File: config.mk
export PLATFORM = sky130hd
export DESIGN_NAME = uart_tx
export DESIGN_NICKNAME = d
export VERILOG_FILES = /design/src/rtl/uart_tx.sv
export SDC_FILE = /design/constraint.sdc
export NUM_CORES = 1
export LEC_CHECK = 0
export BUFFER_PORTS_ARGS = -buffer_cell sky130_fd_sc_hd__buf_2
export CORE_ASPECT_RATIO = 1.2
export CORE_MARGIN = 1
export CORE_UTILIZATION = 25
export DETAILED_ROUTE_END_ITERATION = 6
export GPL_ROUTABILITY_DRIVEN = 0
export PLACE_DENSITY = 0.46
export SETUP_SLACK_MARGIN = 0.1
export SLEW_MARGIN = 10
export SYNTH_ARGS = -nofsm -noshare
export SYNTH_HDL_FRONTEND = slang
export SYNTH_SLANG_ARGS = --single-unit
File: constraint.sdc
create_clock -name clock -period 2.6 [get_ports clock]
set_input_delay 0.65 -clock clock [delete_from_list [all_inputs] [get_ports clock]]
set_output_delay 0.65 -clock clock [all_outputs]
set_load 0.01 [all_outputs]
File: src/rtl/uart_tx.sv
// 8N1 UART transmitter with a small input FIFO; bytes are framed LSB first.
// Define UART_TX_PARITY_EN to insert an even-parity bit (8E1 framing).
module uart_tx #(
    parameter int unsigned CLK_FREQ   = 50000000,
    parameter int unsigned BAUD       = 9600,
    parameter int unsigned FIFO_DEPTH = 4
) (
    input  logic       clock,
    input  logic       reset,
    input  logic [7:0] value,
    input  logic       data_valid,
    output logic       ready,
    output logic       tx,
    output logic       tx_busy,
    output logic       tx_done,
    output logic       overflow
);

    localparam int unsigned CLKS_PER_BIT = CLK_FREQ / BAUD;
    localparam int unsigned BAUD_W       = (CLKS_PER_BIT > 1) ? $clog2(CLKS_PER_BIT) : 1;
    localparam int unsigned PTR_W        = $clog2(FIFO_DEPTH);
    localparam int unsigned OCC_W        = PTR_W + 1;
    localparam logic [BAUD_W-1:0] BAUD_LAST = BAUD_W'(CLKS_PER_BIT - 1);
    localparam logic [OCC_W-1:0]  OCC_FULL  = OCC_W'(FIFO_DEPTH);

`ifdef UART_TX_PARITY_EN
    typedef enum logic [2:0] {
        IDLE   = 3'd0,
        START  = 3'd1,
        DATA   = 3'd2,
        PARITY = 3'd3,
        STOP   = 3'd4
    } state_t;
`else
    typedef enum logic [1:0] {
        IDLE  = 2'd0,
        START = 2'd1,
        DATA  = 2'd2,
        STOP  = 2'd3
    } state_t;
`endif

    state_t              r_state;
    state_t              w_next_state;
    logic [BAUD_W-1:0]   r_baud;
    logic [BAUD_W-1:0]   w_baud_next;
    logic [2:0]          r_bit_idx;
    logic [2:0]          w_bit_idx_next;
    logic [7:0]          r_shift;
    logic [7:0]          w_shift_next;

    logic [7:0]          r_mem [FIFO_DEPTH];
    logic [PTR_W-1:0]    r_wr_ptr;
    logic [PTR_W-1:0]    r_rd_ptr;
    logic [OCC_W-1:0]    r_occ;
    logic [OCC_W-1:0]    w_occ_next;

    logic                r_ready;
    logic                r_tx;
    logic                r_busy;
    logic                r_stop_end;
    logic                r_done;
    logic                r_overflow;

    logic                w_bit_end;
    logic                w_empty;
    logic                w_push;
    logic                w_pop;
    logic                w_tx;
    logic                w_stop_end;

`ifdef UART_TX_PARITY_EN
    logic                r_parity;
`endif

    assign w_bit_end = (r_baud == BAUD_LAST);
    assign w_empty   = (r_occ == '0);
    assign w_push    = data_valid && r_ready;

    // Frame sequencing; outputs are registered one cycle behind the state
    always_comb begin
        w_next_state   = r_state;
        w_baud_next    = w_bit_end ? '0 : r_baud + BAUD_W'(1);
        w_bit_idx_next = r_bit_idx;
        w_shift_next   = r_shift;
        w_pop          = 1'b0;
        w_tx           = 1'b1;
        w_stop_end     = 1'b0;
        case (r_state)
            IDLE: begin
                w_baud_next = '0;
                if (!w_empty) begin
                    w_pop        = 1'b1;
                    w_shift_next = r_mem[r_rd_ptr];
                    w_next_state = START;
                end
            end
            START: begin
                w_tx = 1'b0;
                if (w_bit_end) begin
                    w_next_state   = DATA;
                    w_bit_idx_next = 3'd0;
                end
            end
            DATA: begin
                w_tx = r_shift[0];
                if (w_bit_end) begin
                    w_shift_next   = {1'b0, r_shift[7:1]};
                    w_bit_idx_next = r_bit_idx + 3'd1;
                    if (r_bit_idx == 3'd7) begin
`ifdef UART_TX_PARITY_EN
                        w_next_state = PARITY;
`else
                        w_next_state = STOP;
`endif
                    end
                end
            end
`ifdef UART_TX_PARITY_EN
            PARITY: begin
                w_tx = r_parity;
                if (w_bit_end) begin
                    w_next_state = STOP;
                end
            end
`endif
            STOP: begin
                w_tx = 1'b1;
                if (w_bit_end) begin
                    w_stop_end = 1'b1;
                    if (!w_empty) begin
                        w_pop        = 1'b1;
                        w_shift_next = r_mem[r_rd_ptr];
                        w_next_state = START;
                    end else begin
                        w_next_state = IDLE;
                    end
                end
            end
            default: begin
                w_next_state = IDLE;
            end
        endcase
    end

    always_ff @(posedge clock or posedge reset) begin
        if (reset) begin
            r_state   <= IDLE;
            r_baud    <= '0;
            r_bit_idx <= '0;
            r_shift   <= '0;
        end else begin
            r_state   <= w_next_state;
            r_baud    <= w_baud_next;
            r_bit_idx <= w_bit_idx_next;
            r_shift   <= w_shift_next;
        end
    end

`ifdef UART_TX_PARITY_EN
    // Even parity of the byte being popped, held for the whole frame
    always_ff @(posedge clock or posedge reset) begin
        if (reset) begin
            r_parity <= 1'b0;
        end else if (w_pop) begin
            r_parity <= ^r_mem[r_rd_ptr];
        end
    end
`endif

    always_comb begin
        w_occ_next = r_occ;
        case ({w_push, w_pop})
            2'b10:   w_occ_next = r_occ + OCC_W'(1);
            2'b01:   w_occ_next = r_occ - OCC_W'(1);
            default: w_occ_next = r_occ;
        endcase
    end

    // Storage array carries no reset; occupancy alone defines validity
    always_ff @(posedge clock) begin
        if (w_push) begin
            r_mem[r_wr_ptr] <= value;
        end
    end

    always_ff @(posedge clock or posedge reset) begin
        if (reset) begin
            r_wr_ptr <= '0;
            r_rd_ptr <= '0;
            r_occ    <= '0;
            r_ready  <= 1'b1;
        end else begin
            if (w_push) begin
                r_wr_ptr <= r_wr_ptr + PTR_W'(1);
            end
            if (w_pop) begin
                r_rd_ptr <= r_rd_ptr + PTR_W'(1);
            end
            r_occ   <= w_occ_next;
            r_ready <= (w_occ_next != OCC_FULL);
        end
    end

    // tx_done trails the last stop cycle by one so it lines up with the registered tx
    always_ff @(posedge clock or posedge reset) begin
        if (reset) begin
            r_tx       <= 1'b1;
            r_busy     <= 1'b0;
            r_stop_end <= 1'b0;
            r_done     <= 1'b0;
            r_overflow <= 1'b0;
        end else begin
            r_tx       <= w_tx;
            r_busy     <= (r_state != IDLE);
            r_stop_end <= w_stop_end;
            r_done     <= r_stop_end;
            if (data_valid && !r_ready) begin
                r_overflow <= 1'b1;
            end
        end
    end

    assign ready    = r_ready;
    assign tx       = r_tx;
    assign tx_busy  = r_busy;
    assign tx_done  = r_done;
    assign overflow = r_overflow;

endmodule

=== Word-level counts from Yosys, hierarchy flattened ===
Memories as Yosys holds them, arrays and structs flattened.
Cells that the tools add are included.
W data, S select, Z words.

* Mux-type cells: 25
* Reduce and logical (&&, ||, !) cells: 11
* Add/subtract/negate cells: 6
* Equal/unequal tests: 13

{| class="wikitable"
|+ Operators by type and width
! kind !! count
|-
| $mux W13 || 2
|-
| $mux W8 || 3
|-
| $pmux W8 S3 || 1
|-
| $add A13 B1 Y13 const B || 1
|-
| $eq A13 B13 Y1 const B || 1
|-
| $pmux W3 S2 || 2
|-
| $mux W2 || 5
|-
| $ne A2 B2 Y1 const B || 5
|-
| $pmux W2 S4 || 1
|-
| $mux W1 || 7
|-
| $add A3 B1 Y3 const B || 2
|-
| $eq A2 B2 Y1 const B || 3
|-
| $mux W3 || 2
|-
| $reduce_and A3 Y1 || 2
|-
| $reduce_and A5 Y1 || 1
|-
| $add A2 B1 Y2 const B || 2
|-
| $eq A2 B1 Y1 const B || 2
|-
| $pmux W1 S2 || 2
|-
| $reduce_bool A2 Y1 || 2
|-
| $eq A3 B3 Y1 const B || 1
|-
| $logic_not A3 Y1 || 1
|-
| $ne A3 B3 Y1 const B || 1
|-
| $reduce_bool A3 Y1 || 1
|-
| $sub A3 B1 Y3 const B || 1
|-
| 3 further kinds || 4
|}

* Memory bits (writable): 32
* Output and inout port bits: 5
* Memories: 1
* Logic and storage cells: 69
* Input port bits: 11
* Bits in registers: 39

{| class="wikitable"
|+ Memory list
! name !! depth !! width !! rd ports !! clocked after memory_dff !! write ports !! line !! source
|-
| r_mem || 4 || 8 || 1 || 0 || 1 || 52 || <nowiki>logic [7:0] r_mem [FIFO_DEPTH];</nowiki>
|}

=== Logic depth before layout (Yosys ltp) ===
Gate-level depths: netlist of run 1.

* Word-level depth: 7
* Depth in mapped cells: 11
* Mapped depth without buffers: 11

=== Worst setup path before layout of run 1 ===
OpenSTA, ideal clock, no wires.

* Path kind: register to register
* Start: reg r_baud[0]
* End: reg r_ready, in the netlist ready
* Period minus slack after synthesis: 2361 ps
* Arrival time: 2279 ps
* Stages on the path, launching flop included: 12
* Path slack: 239 ps
* Data required time: 2518 ps
* Cells stage by stage: dfrtp_1 ha_1 and4_1 a41oi_1 nor3_1 ha_1 inv_1 fa_1 xor2_1 nor2_1 xor2_1 nand2_1

* Cells in the longest elaborated chain, start to end: 6
* Elaborated cells between the ends (all ways): 7

{| class="wikitable"
|+ Ends and longest elaborated chain
! what !! line !! source
|-
| start: declaration || 45 || <nowiki>logic [BAUD_W-1:0] r_baud;</nowiki>
|-
| start signal: assignment || 154 || <nowiki>r_baud <= w_baud_next;</nowiki>
|-
| $eq A13 B13 Y1 * || 76 || <nowiki>assign w_bit_end = (r_baud == BAUD_LAST);</nowiki>
|-
| $mux W1 * || 129 || <nowiki>if (w_bit_end) begin</nowiki>
|-
| $pmux W1 S2 * || 89 || <nowiki>case (r_state)</nowiki>
|-
| net w_pop || 68 || <nowiki>logic w_pop;</nowiki>
|-
| $eq A2 B1 Y1 / $eq A2 B2 Y1 (equally long branches) || 173 || <nowiki>case ({w_push, w_pop})</nowiki>
|-
| $pmux W3 S2 * || 173 ||
|-
| net w_occ_next[2] || 56 || <nowiki>logic [OCC_W-1:0] w_occ_next;</nowiki>
|-
| $ne A3 B3 Y1 * || 201 || <nowiki>r_ready <= (w_occ_next != OCC_FULL);</nowiki>
|-
| end signal: assignment || 201 ||
|-
| end: declaration || 58 || <nowiki>logic r_ready;</nowiki>
|}

The timed path passes the listed nets; every way through them passes the cells marked *.
A chain may end at the register's enable or synchronous reset.

=== Final worst setup path of run 1 ===
* Start: reg r_baud[9]
* End: reg r_ready, in the netlist ready

The elaborated chain is that of the path after synthesis.

==> metrics.yaml, run 1 <==
placed_design:
  pre_cts_slack_ns: 0.132
  dp_hpwl_um: 3670
  io_buffers: 15
worst_setup_path:
  crit_path_start_kind: "register"
  cp_top_family: "simple AND/OR/NAND/NOR gates"
  slowest_stage: "dfrtp_1"
  rrSetupSlack_ns: 0.20
  crit_type: "reg2reg"
  crit_top_cell: "xor2_1"
  worst-path-buf-inv: 1
  crit_path_max_incr_delay_ns: 0.45
  reg2regPathDepth: 10
  cp_data_required_time_ns: 2.86
  cp_max_fo: 4
  path_cells: "nor4b_4, a41oi_2, nor3_2, ha_2, inv_1, fa_1, xor2_1, nor2_1, xor2_1, nand2_1"
  r2r_start: "r_baud[9]"
  critPathArrivalTime_ns: 2.65
  endpoint_kind: "register"
  startpoint: "r_baud[9]"
  r2r-end: "ready"
sta:
  slew_viol_final: 0
  setup_ws_ns: 0.201
  finalClockSkew_ns: 0.00587
  rsz0062_at_grt: "true"
  setup_viol: 0
  worst_slew_pin_slew_ns: 0.516
  slew_headroom: 0.656
  fin_crit_ns: 2.40
  tns_ns: 0
  hold_viol: 0
  fmax_mhz: 417
  finalCritPeriodShare: 0.923
routing:
  final_antenna_net_count: 0
  routed_wl_um: 5540
  drc_errors: 0
  wl_per_cell_um: 13.4
  drtIter0Drc: 63
  viasPerCell: 4.32
  dr.pass1.iters: 4
  via_count: 1783
die:
  initial_core_util: 0.259
  die_x_um: 105
  rows: 44
  die_y_um: 125
  coreArea_mm2: 0.0122
  die_area_mm2: 0.0131
  pin_count: 16
pwr:
  power.leakage_nw: 1.56
  power.density_mw_per_mm2: 1130
  peakVddDrop_uv: 363
hold_path:
  min_path_cells: 0
  whs_endpoint: "tx_done"
  hp-class: "reg2reg"
  worstHoldStart: "r_stop_end"
clock_network:
  clock_path_buffers: 2
  clock_latency_ns: 0.33
  numCtsBuffers: 9
  path_clk_slew_ns: 0.06
  cts_tree: "yes"
  h-tree-depth: 3
  cts_root_buf: "clkbuf_16"
  cts.sinks: 71
synth:
  synthArstFlopShare: 0.549
  synth_seq_cells: 71
  synthTopCellsByArea: "edfxtp_1 (30%), dfrtp_1 (29%), ha_1 (5.5%)"
  yosys.area.top_type_share: 0.304
  ys_types: 42
  ys_warn_count: 0
  syn-num-nets: 244
  syn_avg_cell_area_um2: 14.5
  synth_enable_flop_cells: 32
  yosysTopAreaCell: "edfxtp_1"
  syn_inst: 218
  synth_ff_type: "dfrtp_1"
  synth-seq-area-share: 0.613
  synth.cell_area_mm2: 0.00316
outcome:
  outcome: "completed"
cells_and_area:
  final_nets: 273
  drive_gt1_frac: 0.282
  area_growth_pct: 20.4
  num_antenna_cells: 0
global_route:
  grt_max_degree: 40
  grt_usage: 0.0957
  first_global_vias: 1856
  overflow: 0
  antenna_found_initial: 0
  grt_pass1_wl_um: 9620
job:
  drv_cap: 0
[synth_stat cells (2+ instances only)]
cell type and count:
dfrtp_1 37, edfxtp_1 32, nor2_1 18, inv_1 15, ha_1 14, mux2_2 12
xnor2_1 10, nor3_1 8, and3_1 7, mux4_2 7, xor2_1 7, nand2_1 6
nand3_1 5, mux2i_1 4, a21oi_1 2, a32o_1 2, buf_6 2, clkbuf_1 2
dfstp_2 2, nand4_1 2, nor4b_2 2, o21ai_0 2
[sequential cells by signal (all words and copies together) (netlist names), 2 cells and up]
| register | cells |
|---|---|
| r_state | 2 |
| r_bit_idx | 3 |
| r_shift | 8 |
| r_wr_ptr | 2 |
| r_baud | 13 |
| r_mem | 32 |
| r_occ | 3 |
| r_rd_ptr | 2 |
[metal layers]
metal	track usage	vias up	share of wire
li1	-	848	-
met1	0.117	903	0.45
met2	0.151	23	0.51
met3	0.0313	9	0.030
met4	0.0472	0	0.019
met5	0	-	0
[worst reg2reg max path, delay by kind of cell, from the launching register on]
family,cells,cell delay (ns)
AO/OA/AOI/OAI,1,0.19
adder cells (fa/ha/maj),2,0.60
buffers and inverters,1,0.05
XOR/XNOR,2,0.34
AND/OR/NAND/NOR,4,0.70
flip-flops,1,0.45
[cells by family (layout without fill, tap and decap cells)]
kind of cell / Yosys count / after routing / share of synthesized area
AOI/OAI and AO/OA: 14 / 14 / 0.0364
adders and majority gates: 15 / 15 / 0.0617
and+or+nand+nor: 55 / 55 / 0.0922
muxes: 25 / 25 / 0.118
xor gates and xnor gates: 17 / 17 / 0.0471
DFF: 71 / 71 / 0.613
buffers and inverters: 21 / 55 / 0.0309
[worst max path at each step]
stage,cells past startpoint,endpoint,slack [ns]
6_report,10,ready,0.20
4_1_cts,10,ready,0.10
5_1_grt,10,ready,0.05
3_3_place_gp,10,ready,0.17
2_1_floorplan,11,ready,0.24
3_5_place_dp,10,ready,0.13
[cell usage in the layout, fill, tap and decap left out, types with 5 or more instances in the layout]
master	count
edfxtp_1	32
and3_1	7
mux4_2	7
clkbuf_16	9
buf_2	15
ha_1	12
nand2_1	6
nor2_1	18
nor3_1	7
nand3_1	5
buf_4	8
xnor2_1	10
dfrtp_1	36
inv_1	15
xor2_1	7
mux2_2	12
[power by group]
group	switching, W	total, W	internal (W)
Sequential	0.000178	0.00167	0.00149
Clock	0.000505	0.00127	0.000764
Combinational	0.000686	0.00138	0.000691
[per-stage QoR]
stage / utilization / cell area (um^2) / hold WS [ns] / total power (W) / cells
floorplan: - / 3160 / 0.331 / 0.00271 / 218
global placement: 0.283 / 3450 / 0.336 / 0.00305 / 396
detailed placement: 0.283 / 3450 / 0.354 / 0.00307 / 396
CTS: 0.308 / 3760 / 0.367 / 0.00437 / 412
global route: 0.312 / 3810 / 0.376 / 0.00462 / 413
finish: 0.312 / 3810 / 0.365 / 0.00432 / 413
[final cells by class]
type / count / area (um^2)
well taps: 161 / 201
fillers: 1230 / 8410
clock buffers: 9 / 225
repair buffers: 23 / 135
inverters: 16 / 60.1
flip-flops and latches: 71 / 1940
clock inverters: 7 / 85.1
multi-input cells: 126 / 1160
[repair_timing]
action	4_1_cts	5_1_grt
gates resized for setup	0	7
setup endpoints to repair	0	3
setup buffers	0	1
hold buffers	0	0
Power figures use the tool's default switching activity.
==> run 2: changes to the inputs <==
--- a/config.mk
+++ b/config.mk
@@ -5,10 +5,12 @@
 export SDC_FILE = /design/constraint.sdc
 export NUM_CORES = 1
 export LEC_CHECK = 0
+export ABC_AREA = 1
 export BUFFER_PORTS_ARGS = -buffer_cell sky130_fd_sc_hd__buf_2
 export CORE_ASPECT_RATIO = 1.2
 export CORE_MARGIN = 1
 export CORE_UTILIZATION = 25
+export CTS_BUF_LIST = sky130_fd_sc_hd__clkbuf_8
 export DETAILED_ROUTE_END_ITERATION = 6
 export GPL_ROUTABILITY_DRIVEN = 0
 export PLACE_DENSITY = 0.46
==> run 2 against run 1 <==
Sequential cell count is the same; cell count grew 30%; global-route usage grew 0.70 points; clock-buffer cell count is the same; synthesized area grew 3.1%; via count grew 24%; synthesized cell count grew 54%; non-clock buffer count grew 4; critical endpoint unchanged; largest cell class unchanged.
==> metrics.yaml, run 2 <==
sta:
  setup_viol: 0  # unchanged
  worst_slew_pin_slew_ns: 0.499  # was 0.516 ns
  slew_headroom: 0.667  # was 0.656
  tns_ns: 0  # unchanged
  rsz0062_at_grt: "false"  # was true
  hold_viol: 0  # unchanged
  finalClockSkew_ns: 0.0115  # was 0.00587 ns
  setup_ws_ns: 0.293  # was 0.201 ns
  fmax_mhz: 433  # was 417 MHz
  fin_crit_ns: 2.31  # was 2.40 ns
  finalCritPeriodShare: 0.887  # was 0.923
  slew_viol_final: 0  # unchanged
die:
  coreArea_mm2: 0.0127  # was 0.0122 mm^2
  die_area_mm2: 0.0135  # was 0.0131 mm^2
  die_x_um: 106  # was 105 um
  die_y_um: 127  # was 125 um
  initial_core_util: 0.257  # was 0.259
  pin_count: 16  # unchanged
  rows: 45  # was 44
cells_and_area:
  largest_reg_flops: 32  # unchanged
  area_growth_pct: 16.2  # was 20.4%
  num_antenna_cells: 0  # unchanged
  multiInputGateArea_mm2: 0.00117  # was 0.00116 mm^2
  final_nets: 392  # was 273
  most-common-layout-cells: "nand2_1 (88), dfrtp_1 (37), nand3_1 (35)"  # was dfrtp_1 (36), edfxtp_1 (32), nor2_1 (18)
  final_common_cell: "nand2_1"  # was dfrtp_1
  reg.largest.list: "r_mem: 32 flops, r_baud: 13 flops, r_shift: 8 flops"  # unchanged
  fill_cells: 1350  # was 1230
  drive_gt1_frac: 0.173  # was 0.282
  regArea_mm2: 0.00194  # about the same
  final_cell_count_no_fill: 535  # was 413
  regMostFlops: "r_mem"  # unchanged
routing:
  wl_per_cell_um: 11.6  # was 13.4 um
  routed_wl_um: 6210  # was 5540 um
  drc_errors: 0  # unchanged
  dr.pass1.iters: 4  # unchanged
  via_count: 2211  # was 1783
  final_antenna_net_count: 0  # unchanged
  drtIter0Drc: 35  # was 63
  viasPerCell: 4.13  # was 4.32
worst_setup_path:
  r2r_start: "r_baud[0]"  # was r_baud[9]
  critPathArrivalTime_ns: 2.59  # was 2.65 ns
  cp_data_required_time_ns: 2.88  # was 2.86 ns
  crit_path_start_kind: "register"  # unchanged
  rrSetupSlack_ns: 0.29  # was 0.20 ns
  crit_type: "reg2reg"  # unchanged
  reg2regPathDepth: 16  # was 10
  cp_max_fo: 4  # unchanged
  r2r-end: "ready"  # unchanged
  endpoint_kind: "register"  # unchanged
placed_design:
  dp_hpwl_um: 4250  # was 3670 um
  pre_cts_slack_ns: 0.113  # was 0.132 ns
  dp.cells: 517  # was 396
  io_buffers: 15  # unchanged
clock_network:
  clock_path_buffers: 2  # unchanged
  cts.sinks: 71  # unchanged
  numCtsBuffers: 9  # unchanged
  h-tree-depth: 3  # unchanged
  clock_latency_ns: 0.35  # was 0.33 ns
  ctsHoldBuffers: 0  # unchanged
  cts_root_buf: "clkbuf_8"  # was clkbuf_16
  cts_tree: "yes"  # unchanged
  path_clk_slew_ns: 0.08  # was 0.06 ns
pwr:
  p_int_w: 0.00180  # was 0.00295 W
  power_frac_clock: 0.313  # was 0.294
  p_comb_frac: 0.142  # was 0.319
  peakVddDrop_uv: 395  # was 363 uV
  power.density_mw_per_mm2: 663  # was 1130 mW/mm^2
  power.leakage_nw: 1.68  # was 1.56 nW
  p_sw_w: 0.000712  # was 0.00137 W
  swShare: 0.283  # was 0.317
  seqPwrFrac: 0.545  # was 0.387
synth:
  synthTopCellsByArea: "edfxtp_1 (29%), dfrtp_1 (28%), nand2_1 (10%)"  # was edfxtp_1 (30%), dfrtp_1 (29%), ha_1 (5.5%)
  synthTopCellsByCount: "nand2_1 (90), dfrtp_1 (37), nand3_1 (37)"  # was dfrtp_1 (37), edfxtp_1 (32), nor2_1 (18)
  yosysMostFrequentCell: "nand2_1"  # was dfrtp_1
  synth_seq_cells: 71  # unchanged
  yosys.area.top_type_share: 0.295  # was 0.304
  ys_types: 33  # was 42
  synth_ff_type: "dfrtp_1"  # unchanged
  synthArstFlopShare: 0.549  # unchanged
  synth_enable_flop_cells: 32  # unchanged
  syn_inst: 336  # was 218
  synth.cell_area_mm2: 0.00326  # was 0.00316 mm^2
  yosysTopAreaCell: "edfxtp_1"  # unchanged
  ys_warn_count: 0  # unchanged
  syn_avg_cell_area_um2: 9.70  # was 14.5 um^2
  syn-num-nets: 362  # was 244
  synth-seq-area-share: 0.595  # was 0.613
global_route:
  overflow: 0  # unchanged
  grt_pass1_wl_um: 10600  # was 9620 um
  grt_max_degree: 40  # unchanged
  grt_usage: 0.103  # was 0.0957
  first_global_vias: 2214  # was 1856
  antenna_found_initial: 0  # unchanged
hold_path:
  hp-class: "reg2reg"  # unchanged
  whs_endpoint: "tx_done"  # unchanged
  worstHoldStart: "r_stop_end"  # unchanged
  min_path_cells: 0  # unchanged
outcome:
  outcome: "completed"  # unchanged
job:
  drv_cap: 0  # unchanged
[run 2: cell count changes in the layout (fill, tap and decap cells not counted), moves of 9 or more]
cell	delta
clkbuf_8	+9
o21ai_0	+10
nand2_1	+82
nor2_1	+9
nand3_1	+30
inv_1	+16
mux2_2	-12
clkbuf_16	-9
xnor2_1	-9
[run 2: how the worst max path moves through the flow]
stage	end	cells after the start	start
2_1_floorplan	ready	16	r_baud[0]
4_1_cts	ready	16	r_baud[0]
5_1_grt	ready	16	r_baud[0]
6_report	ready	16	r_baud[0]
3_3_place_gp	ready	13	r_state[0]
3_5_place_dp	ready	13	r_state[0]
[run 2: layout make-up]
class	instances	area share
Clock buffer	9	0.0327
Clock inverter	7	0.0129
Inverter	37	0.0367
Multi-Input combinational cell	220	0.308
Sequential cell	71	0.512
Tap cell	164	0.0542
Timing Repair Buffer	27	0.0436
[run 2: stage by stage]
| step | util | area, um^2 | hold WS (ns) | power, W |
|---|---|---|---|---|
| after floorplan | - | 3260 | 0.331 | 0.00161 |
| after global placement | 0.282 | 3570 | 0.335 | 0.00174 |
| after detailed placement | 0.282 | 3570 | 0.336 | 0.00176 |
| after CTS | 0.296 | 3740 | 0.355 | 0.00256 |
| after global routing | 0.299 | 3790 | 0.362 | 0.00266 |
| final | 0.299 | 3790 | 0.354 | 0.00251 |
[run 2: logic make-up (layout without fill, tap and decap cells)]
logic type | after synthesis | count (layout) | synth area share
simple gates | 171 | 171 | 0.226
flops | 71 | 71 | 0.595
buf+inv | 45 | 80 | 0.0557
compound gates | 27 | 27 | 0.0445
fa+ha+maj | 15 | 15 | 0.0599
xor+xnor | 7 | 7 | 0.0188
[run 2: repair_timing]
action | in CTS | in global routing
resized for setup | 0 | 13
endpoints found under the setup margin | 0 | 2
buffers inserted | 0 | 2
[run 2: layer usage]
| layer | GRT usage | wire length (um) | up-vias | part of all wire |
|---|---|---|---|---|
| met5 | 0 | 0 | - | 0 |
| met4 | 0.0515 | 120 | 0 | 0.019 |
| met3 | 0.0276 | 193 | 13 | 0.031 |
| met2 | 0.175 | 3120 | 23 | 0.50 |
| met1 | 0.119 | 2770 | 1023 | 0.45 |
| li1 | - | - | 1152 | - |
[run 2: critical path: stages, from the launching register on]
cell,delay [ns]
dfrtp_1,0.37
ha_2,0.19
nand2_2,0.06
inv_2,0.05
nand2_1,0.05
nor2_2,0.12
nand3_2,0.09
nand2_2,0.11
nand3_2,0.08
inv_2,0.05
ha_2,0.16
inv_2,0.05
fa_2,0.36
a21oi_2,0.12
o21ai_1,0.08
xor2_1,0.21
nand2_1,0.08
[run 2: power groups by stage]
stage,clock [W],sequential [W],combinational (W)
after global placement,0,0.00139,0.000351
after floorplan,0,0.00139,0.000226
after CTS,0.000823,0.00137,0.000364
after global routing,0.000859,0.00139,0.000411
final,0.000787,0.00137,0.000356
after detailed placement,0,0.00139,0.000363
==> run 3: changes to the inputs <==
--- a/config.mk
+++ b/config.mk
@@ -5,7 +5,7 @@
 export SDC_FILE = /design/constraint.sdc
 export NUM_CORES = 1
 export LEC_CHECK = 0
-export ABC_AREA = 1
+export ABC_AREA = 0
 export BUFFER_PORTS_ARGS = -buffer_cell sky130_fd_sc_hd__buf_2
 export CORE_ASPECT_RATIO = 1.2
 export CORE_MARGIN = 1
==> run 3 against run 2 <==
Via count down 20%; fmax fell by 4.5%; highest routed layer unchanged; combinational power increased to 3.9 times the previous value; largest cell class unchanged; routed wire length decreased by 10%; hold slack improved by 0.015 ns; clock skew increased by 0.0029 ns; clock power is 20% higher; global-route usage fell by 0.74 points; critical path depth is 6 lower.
==> metrics.yaml, run 3 (synthesis gave the netlist of run 1 again) <==
hold_path:
  hp-class: "reg2reg"  # unchanged
  worstHoldStart: "r_stop_end"  # unchanged
  whs_endpoint: "tx_done"  # unchanged
  min_path_cells: 0  # unchanged
routing:
  dr.pass1.iters: 4  # unchanged
  routed_wl_um: 5560  # was 6210 um
  drc_errors: 0  # unchanged
  wl_per_cell_um: 13.4  # was 11.6 um
  drtIter0Drc: 65  # was 35
  viasPerCell: 4.28  # was 4.13
  final_antenna_net_count: 0  # unchanged
  via_count: 1772  # was 2211
cells_and_area:
  area_growth_pct: 17.5  # was 16.2%
  drive_gt1_frac: 0.285  # was 0.173
  final_common_cell: "dfrtp_1"  # was nand2_1
  regMostFlops: "r_mem"  # unchanged
  fill_cells: 1242  # was 1350
  fin_util: 0.304  # was 0.299
  most-common-layout-cells: "dfrtp_1 (36), edfxtp_1 (32), nor2_1 (18)"  # was nand2_1 (88), dfrtp_1 (37), nand3_1 (35)
  largest_reg_flops: 32  # unchanged
  reg.largest.list: "r_mem: 32 flops, r_baud: 13 flops, r_shift: 8 flops"  # unchanged
  final_nets: 274  # was 392
  num_antenna_cells: 0  # unchanged
global_route:
  antenna_found_initial: 0  # unchanged
  grt_usage: 0.0954  # was 0.103
  overflow: 0  # unchanged
  first_global_vias: 1849  # was 2214
  grt_pass1_wl_um: 9560  # was 10600 um
  grt_max_degree: 40  # unchanged
sta:
  fmax_mhz: 414  # was 433 MHz
  tns_ns: 0  # unchanged
  whs_ns: 0.369  # was 0.354 ns
  setup_ws_ns: 0.184  # was 0.293 ns
  slew_headroom: 0.657  # was 0.667
  fin_crit_ns: 2.42  # was 2.31 ns
  slew_viol_final: 0  # unchanged
  finalClockSkew_ns: 0.0144  # was 0.0115 ns
  worst_slew_pin_slew_ns: 0.515  # was 0.499 ns
  finalCritPeriodShare: 0.929  # was 0.887
  setup_viol: 0  # unchanged
  hold_viol: 0  # unchanged
  rsz0062_at_grt: "true"  # was false
die:
  initial_core_util: 0.259  # was 0.257
  die_x_um: 105  # was 106 um
  die_area_mm2: 0.0131  # was 0.0135 mm^2
  pin_count: 16  # unchanged
  die_y_um: 125  # was 127 um
  rows: 44  # was 45
  coreArea_mm2: 0.0122  # was 0.0127 mm^2
pwr:
  peakVddDrop_uv: 315  # was 395 uV
  power.leakage_nw: 1.52  # was 1.68 nW
  power.density_mw_per_mm2: 1080  # was 663 mW/mm^2
worst_setup_path:
  cp_max_fo: 4  # unchanged
  crit_type: "reg2reg"  # unchanged
  reg2regPathDepth: 10  # was 16
  endpoint_kind: "register"  # unchanged
  r2r-end: "ready"  # unchanged
  r2r_start: "r_baud[9]"  # was r_baud[0]
  rrSetupSlack_ns: 0.18  # was 0.29 ns
  cp_data_required_time_ns: 2.88  # about the same
  crit_path_start_kind: "register"  # unchanged
  critPathArrivalTime_ns: 2.69  # was 2.59 ns
clock_network:
  cts_tree: "yes"  # unchanged
  clock_latency_ns: 0.36  # was 0.35 ns
  h-tree-depth: 3  # unchanged
  path_clk_slew_ns: 0.08  # about the same
  cts.sinks: 71  # unchanged
  cts_root_buf: "clkbuf_8"  # unchanged
  numCtsBuffers: 9  # unchanged
  clock_path_buffers: 2  # unchanged
placed_design:
  pre_cts_slack_ns: 0.132  # was 0.113 ns
  io_buffers: 15  # unchanged
  dp_hpwl_um: 3670  # was 4250 um
job:
  drv_cap: 0  # unchanged
outcome:
  outcome: "completed"  # unchanged
run 3: changes by cell type in the layout (fill, tap and decap cells not counted), sizes merged, moves of 4 or more:
cell   previous run  this run
mux2i             0         4
inv              37        21
mux4              0         8
mux2              0        13
nor2             29        18
a21oi             7         2
nand2            93         6
o21ai            15         3
and3              1         7
nand3            37         5
xnor2             1        10
run 3: critical path, cell delays in order (launching register included):
cell     delay, ns
dfrtp_1       0.46
nor4b_4       0.34
a41oi_2       0.19
nor3_2        0.17
ha_2          0.23
inv_1         0.05
fa_1          0.37
xor2_1        0.15
nor2_1        0.11
xor2_1        0.19
nand2_1       0.08
run 3: stage by stage:
stage               instance area, um^2  std cells  power [W]
global route                       3710        414    0.00430
finish                             3710        414    0.00400
detailed placement                 3450        396    0.00307
CTS                                3660        412    0.00403
floorplan                          3160        218    0.00271
global placement                   3450        396    0.00305
run 3: layer usage:
layer / vias up / wire length [um] / track usage
met5: - / 0 / 0
met2: 28 / 2740 / 0.150
met3: 7 / 227 / 0.0375
met4: 0 / 99 / 0.0373
met1: 892 / 2490 / 0.117
li1: 845 / - / -
run 3: worst max path at each step:
| stage | start | endpoint | slack, ns | depth (start not counted) |
|---|---|---|---|---|
| 6_report | r_baud[9] | ready | 0.18 | 10 |
| 5_1_grt | r_baud[9] | ready | 0.04 | 10 |
| 4_1_cts | r_baud[3] | ready | 0.10 | 10 |
| 3_5_place_dp | r_baud[3] | ready | 0.13 | 10 |
| 3_3_place_gp | r_baud[3] | ready | 0.17 | 10 |
| 2_1_floorplan | r_baud[0] | ready | 0.24 | 11 |
run 3: what timing repair did:
| item | 4_1_cts | 5_1_grt |
|---|---|---|
| resized for setup | 0 | 7 |
| hold buffers | 0 | 0 |
| endpoints found under the setup margin | 0 | 3 |
| buffers inserted | 0 | 2 |
| hold endpoints to repair | 0 | 0 |
run 3: final cells by class:
type	count	area, um^2	area share
Sequential cell	71	1940	0.523
Multi-Input combinational cell	126	1160	0.312
Tap cell	161	201	0.0542
Timing Repair Buffer	24	143	0.0384
Clock buffer	9	124	0.0334
Clock inverter	7	85.1	0.0229
Inverter	16	60.1	0.0162
run 3: power by group:
| part | leakage [nW] | internal, W | total [W] | switching (W) |
|---|---|---|---|---|
| Sequential | 0.777 | 0.00149 | 0.00167 | 0.000178 |
| Combinational | 0.634 | 0.000700 | 0.00139 | 0.000689 |
| Clock | 0.107 | 0.000465 | 0.000942 | 0.000477 |
| Total | 1.52 | 0.00266 | 0.00400 | 0.00134 |
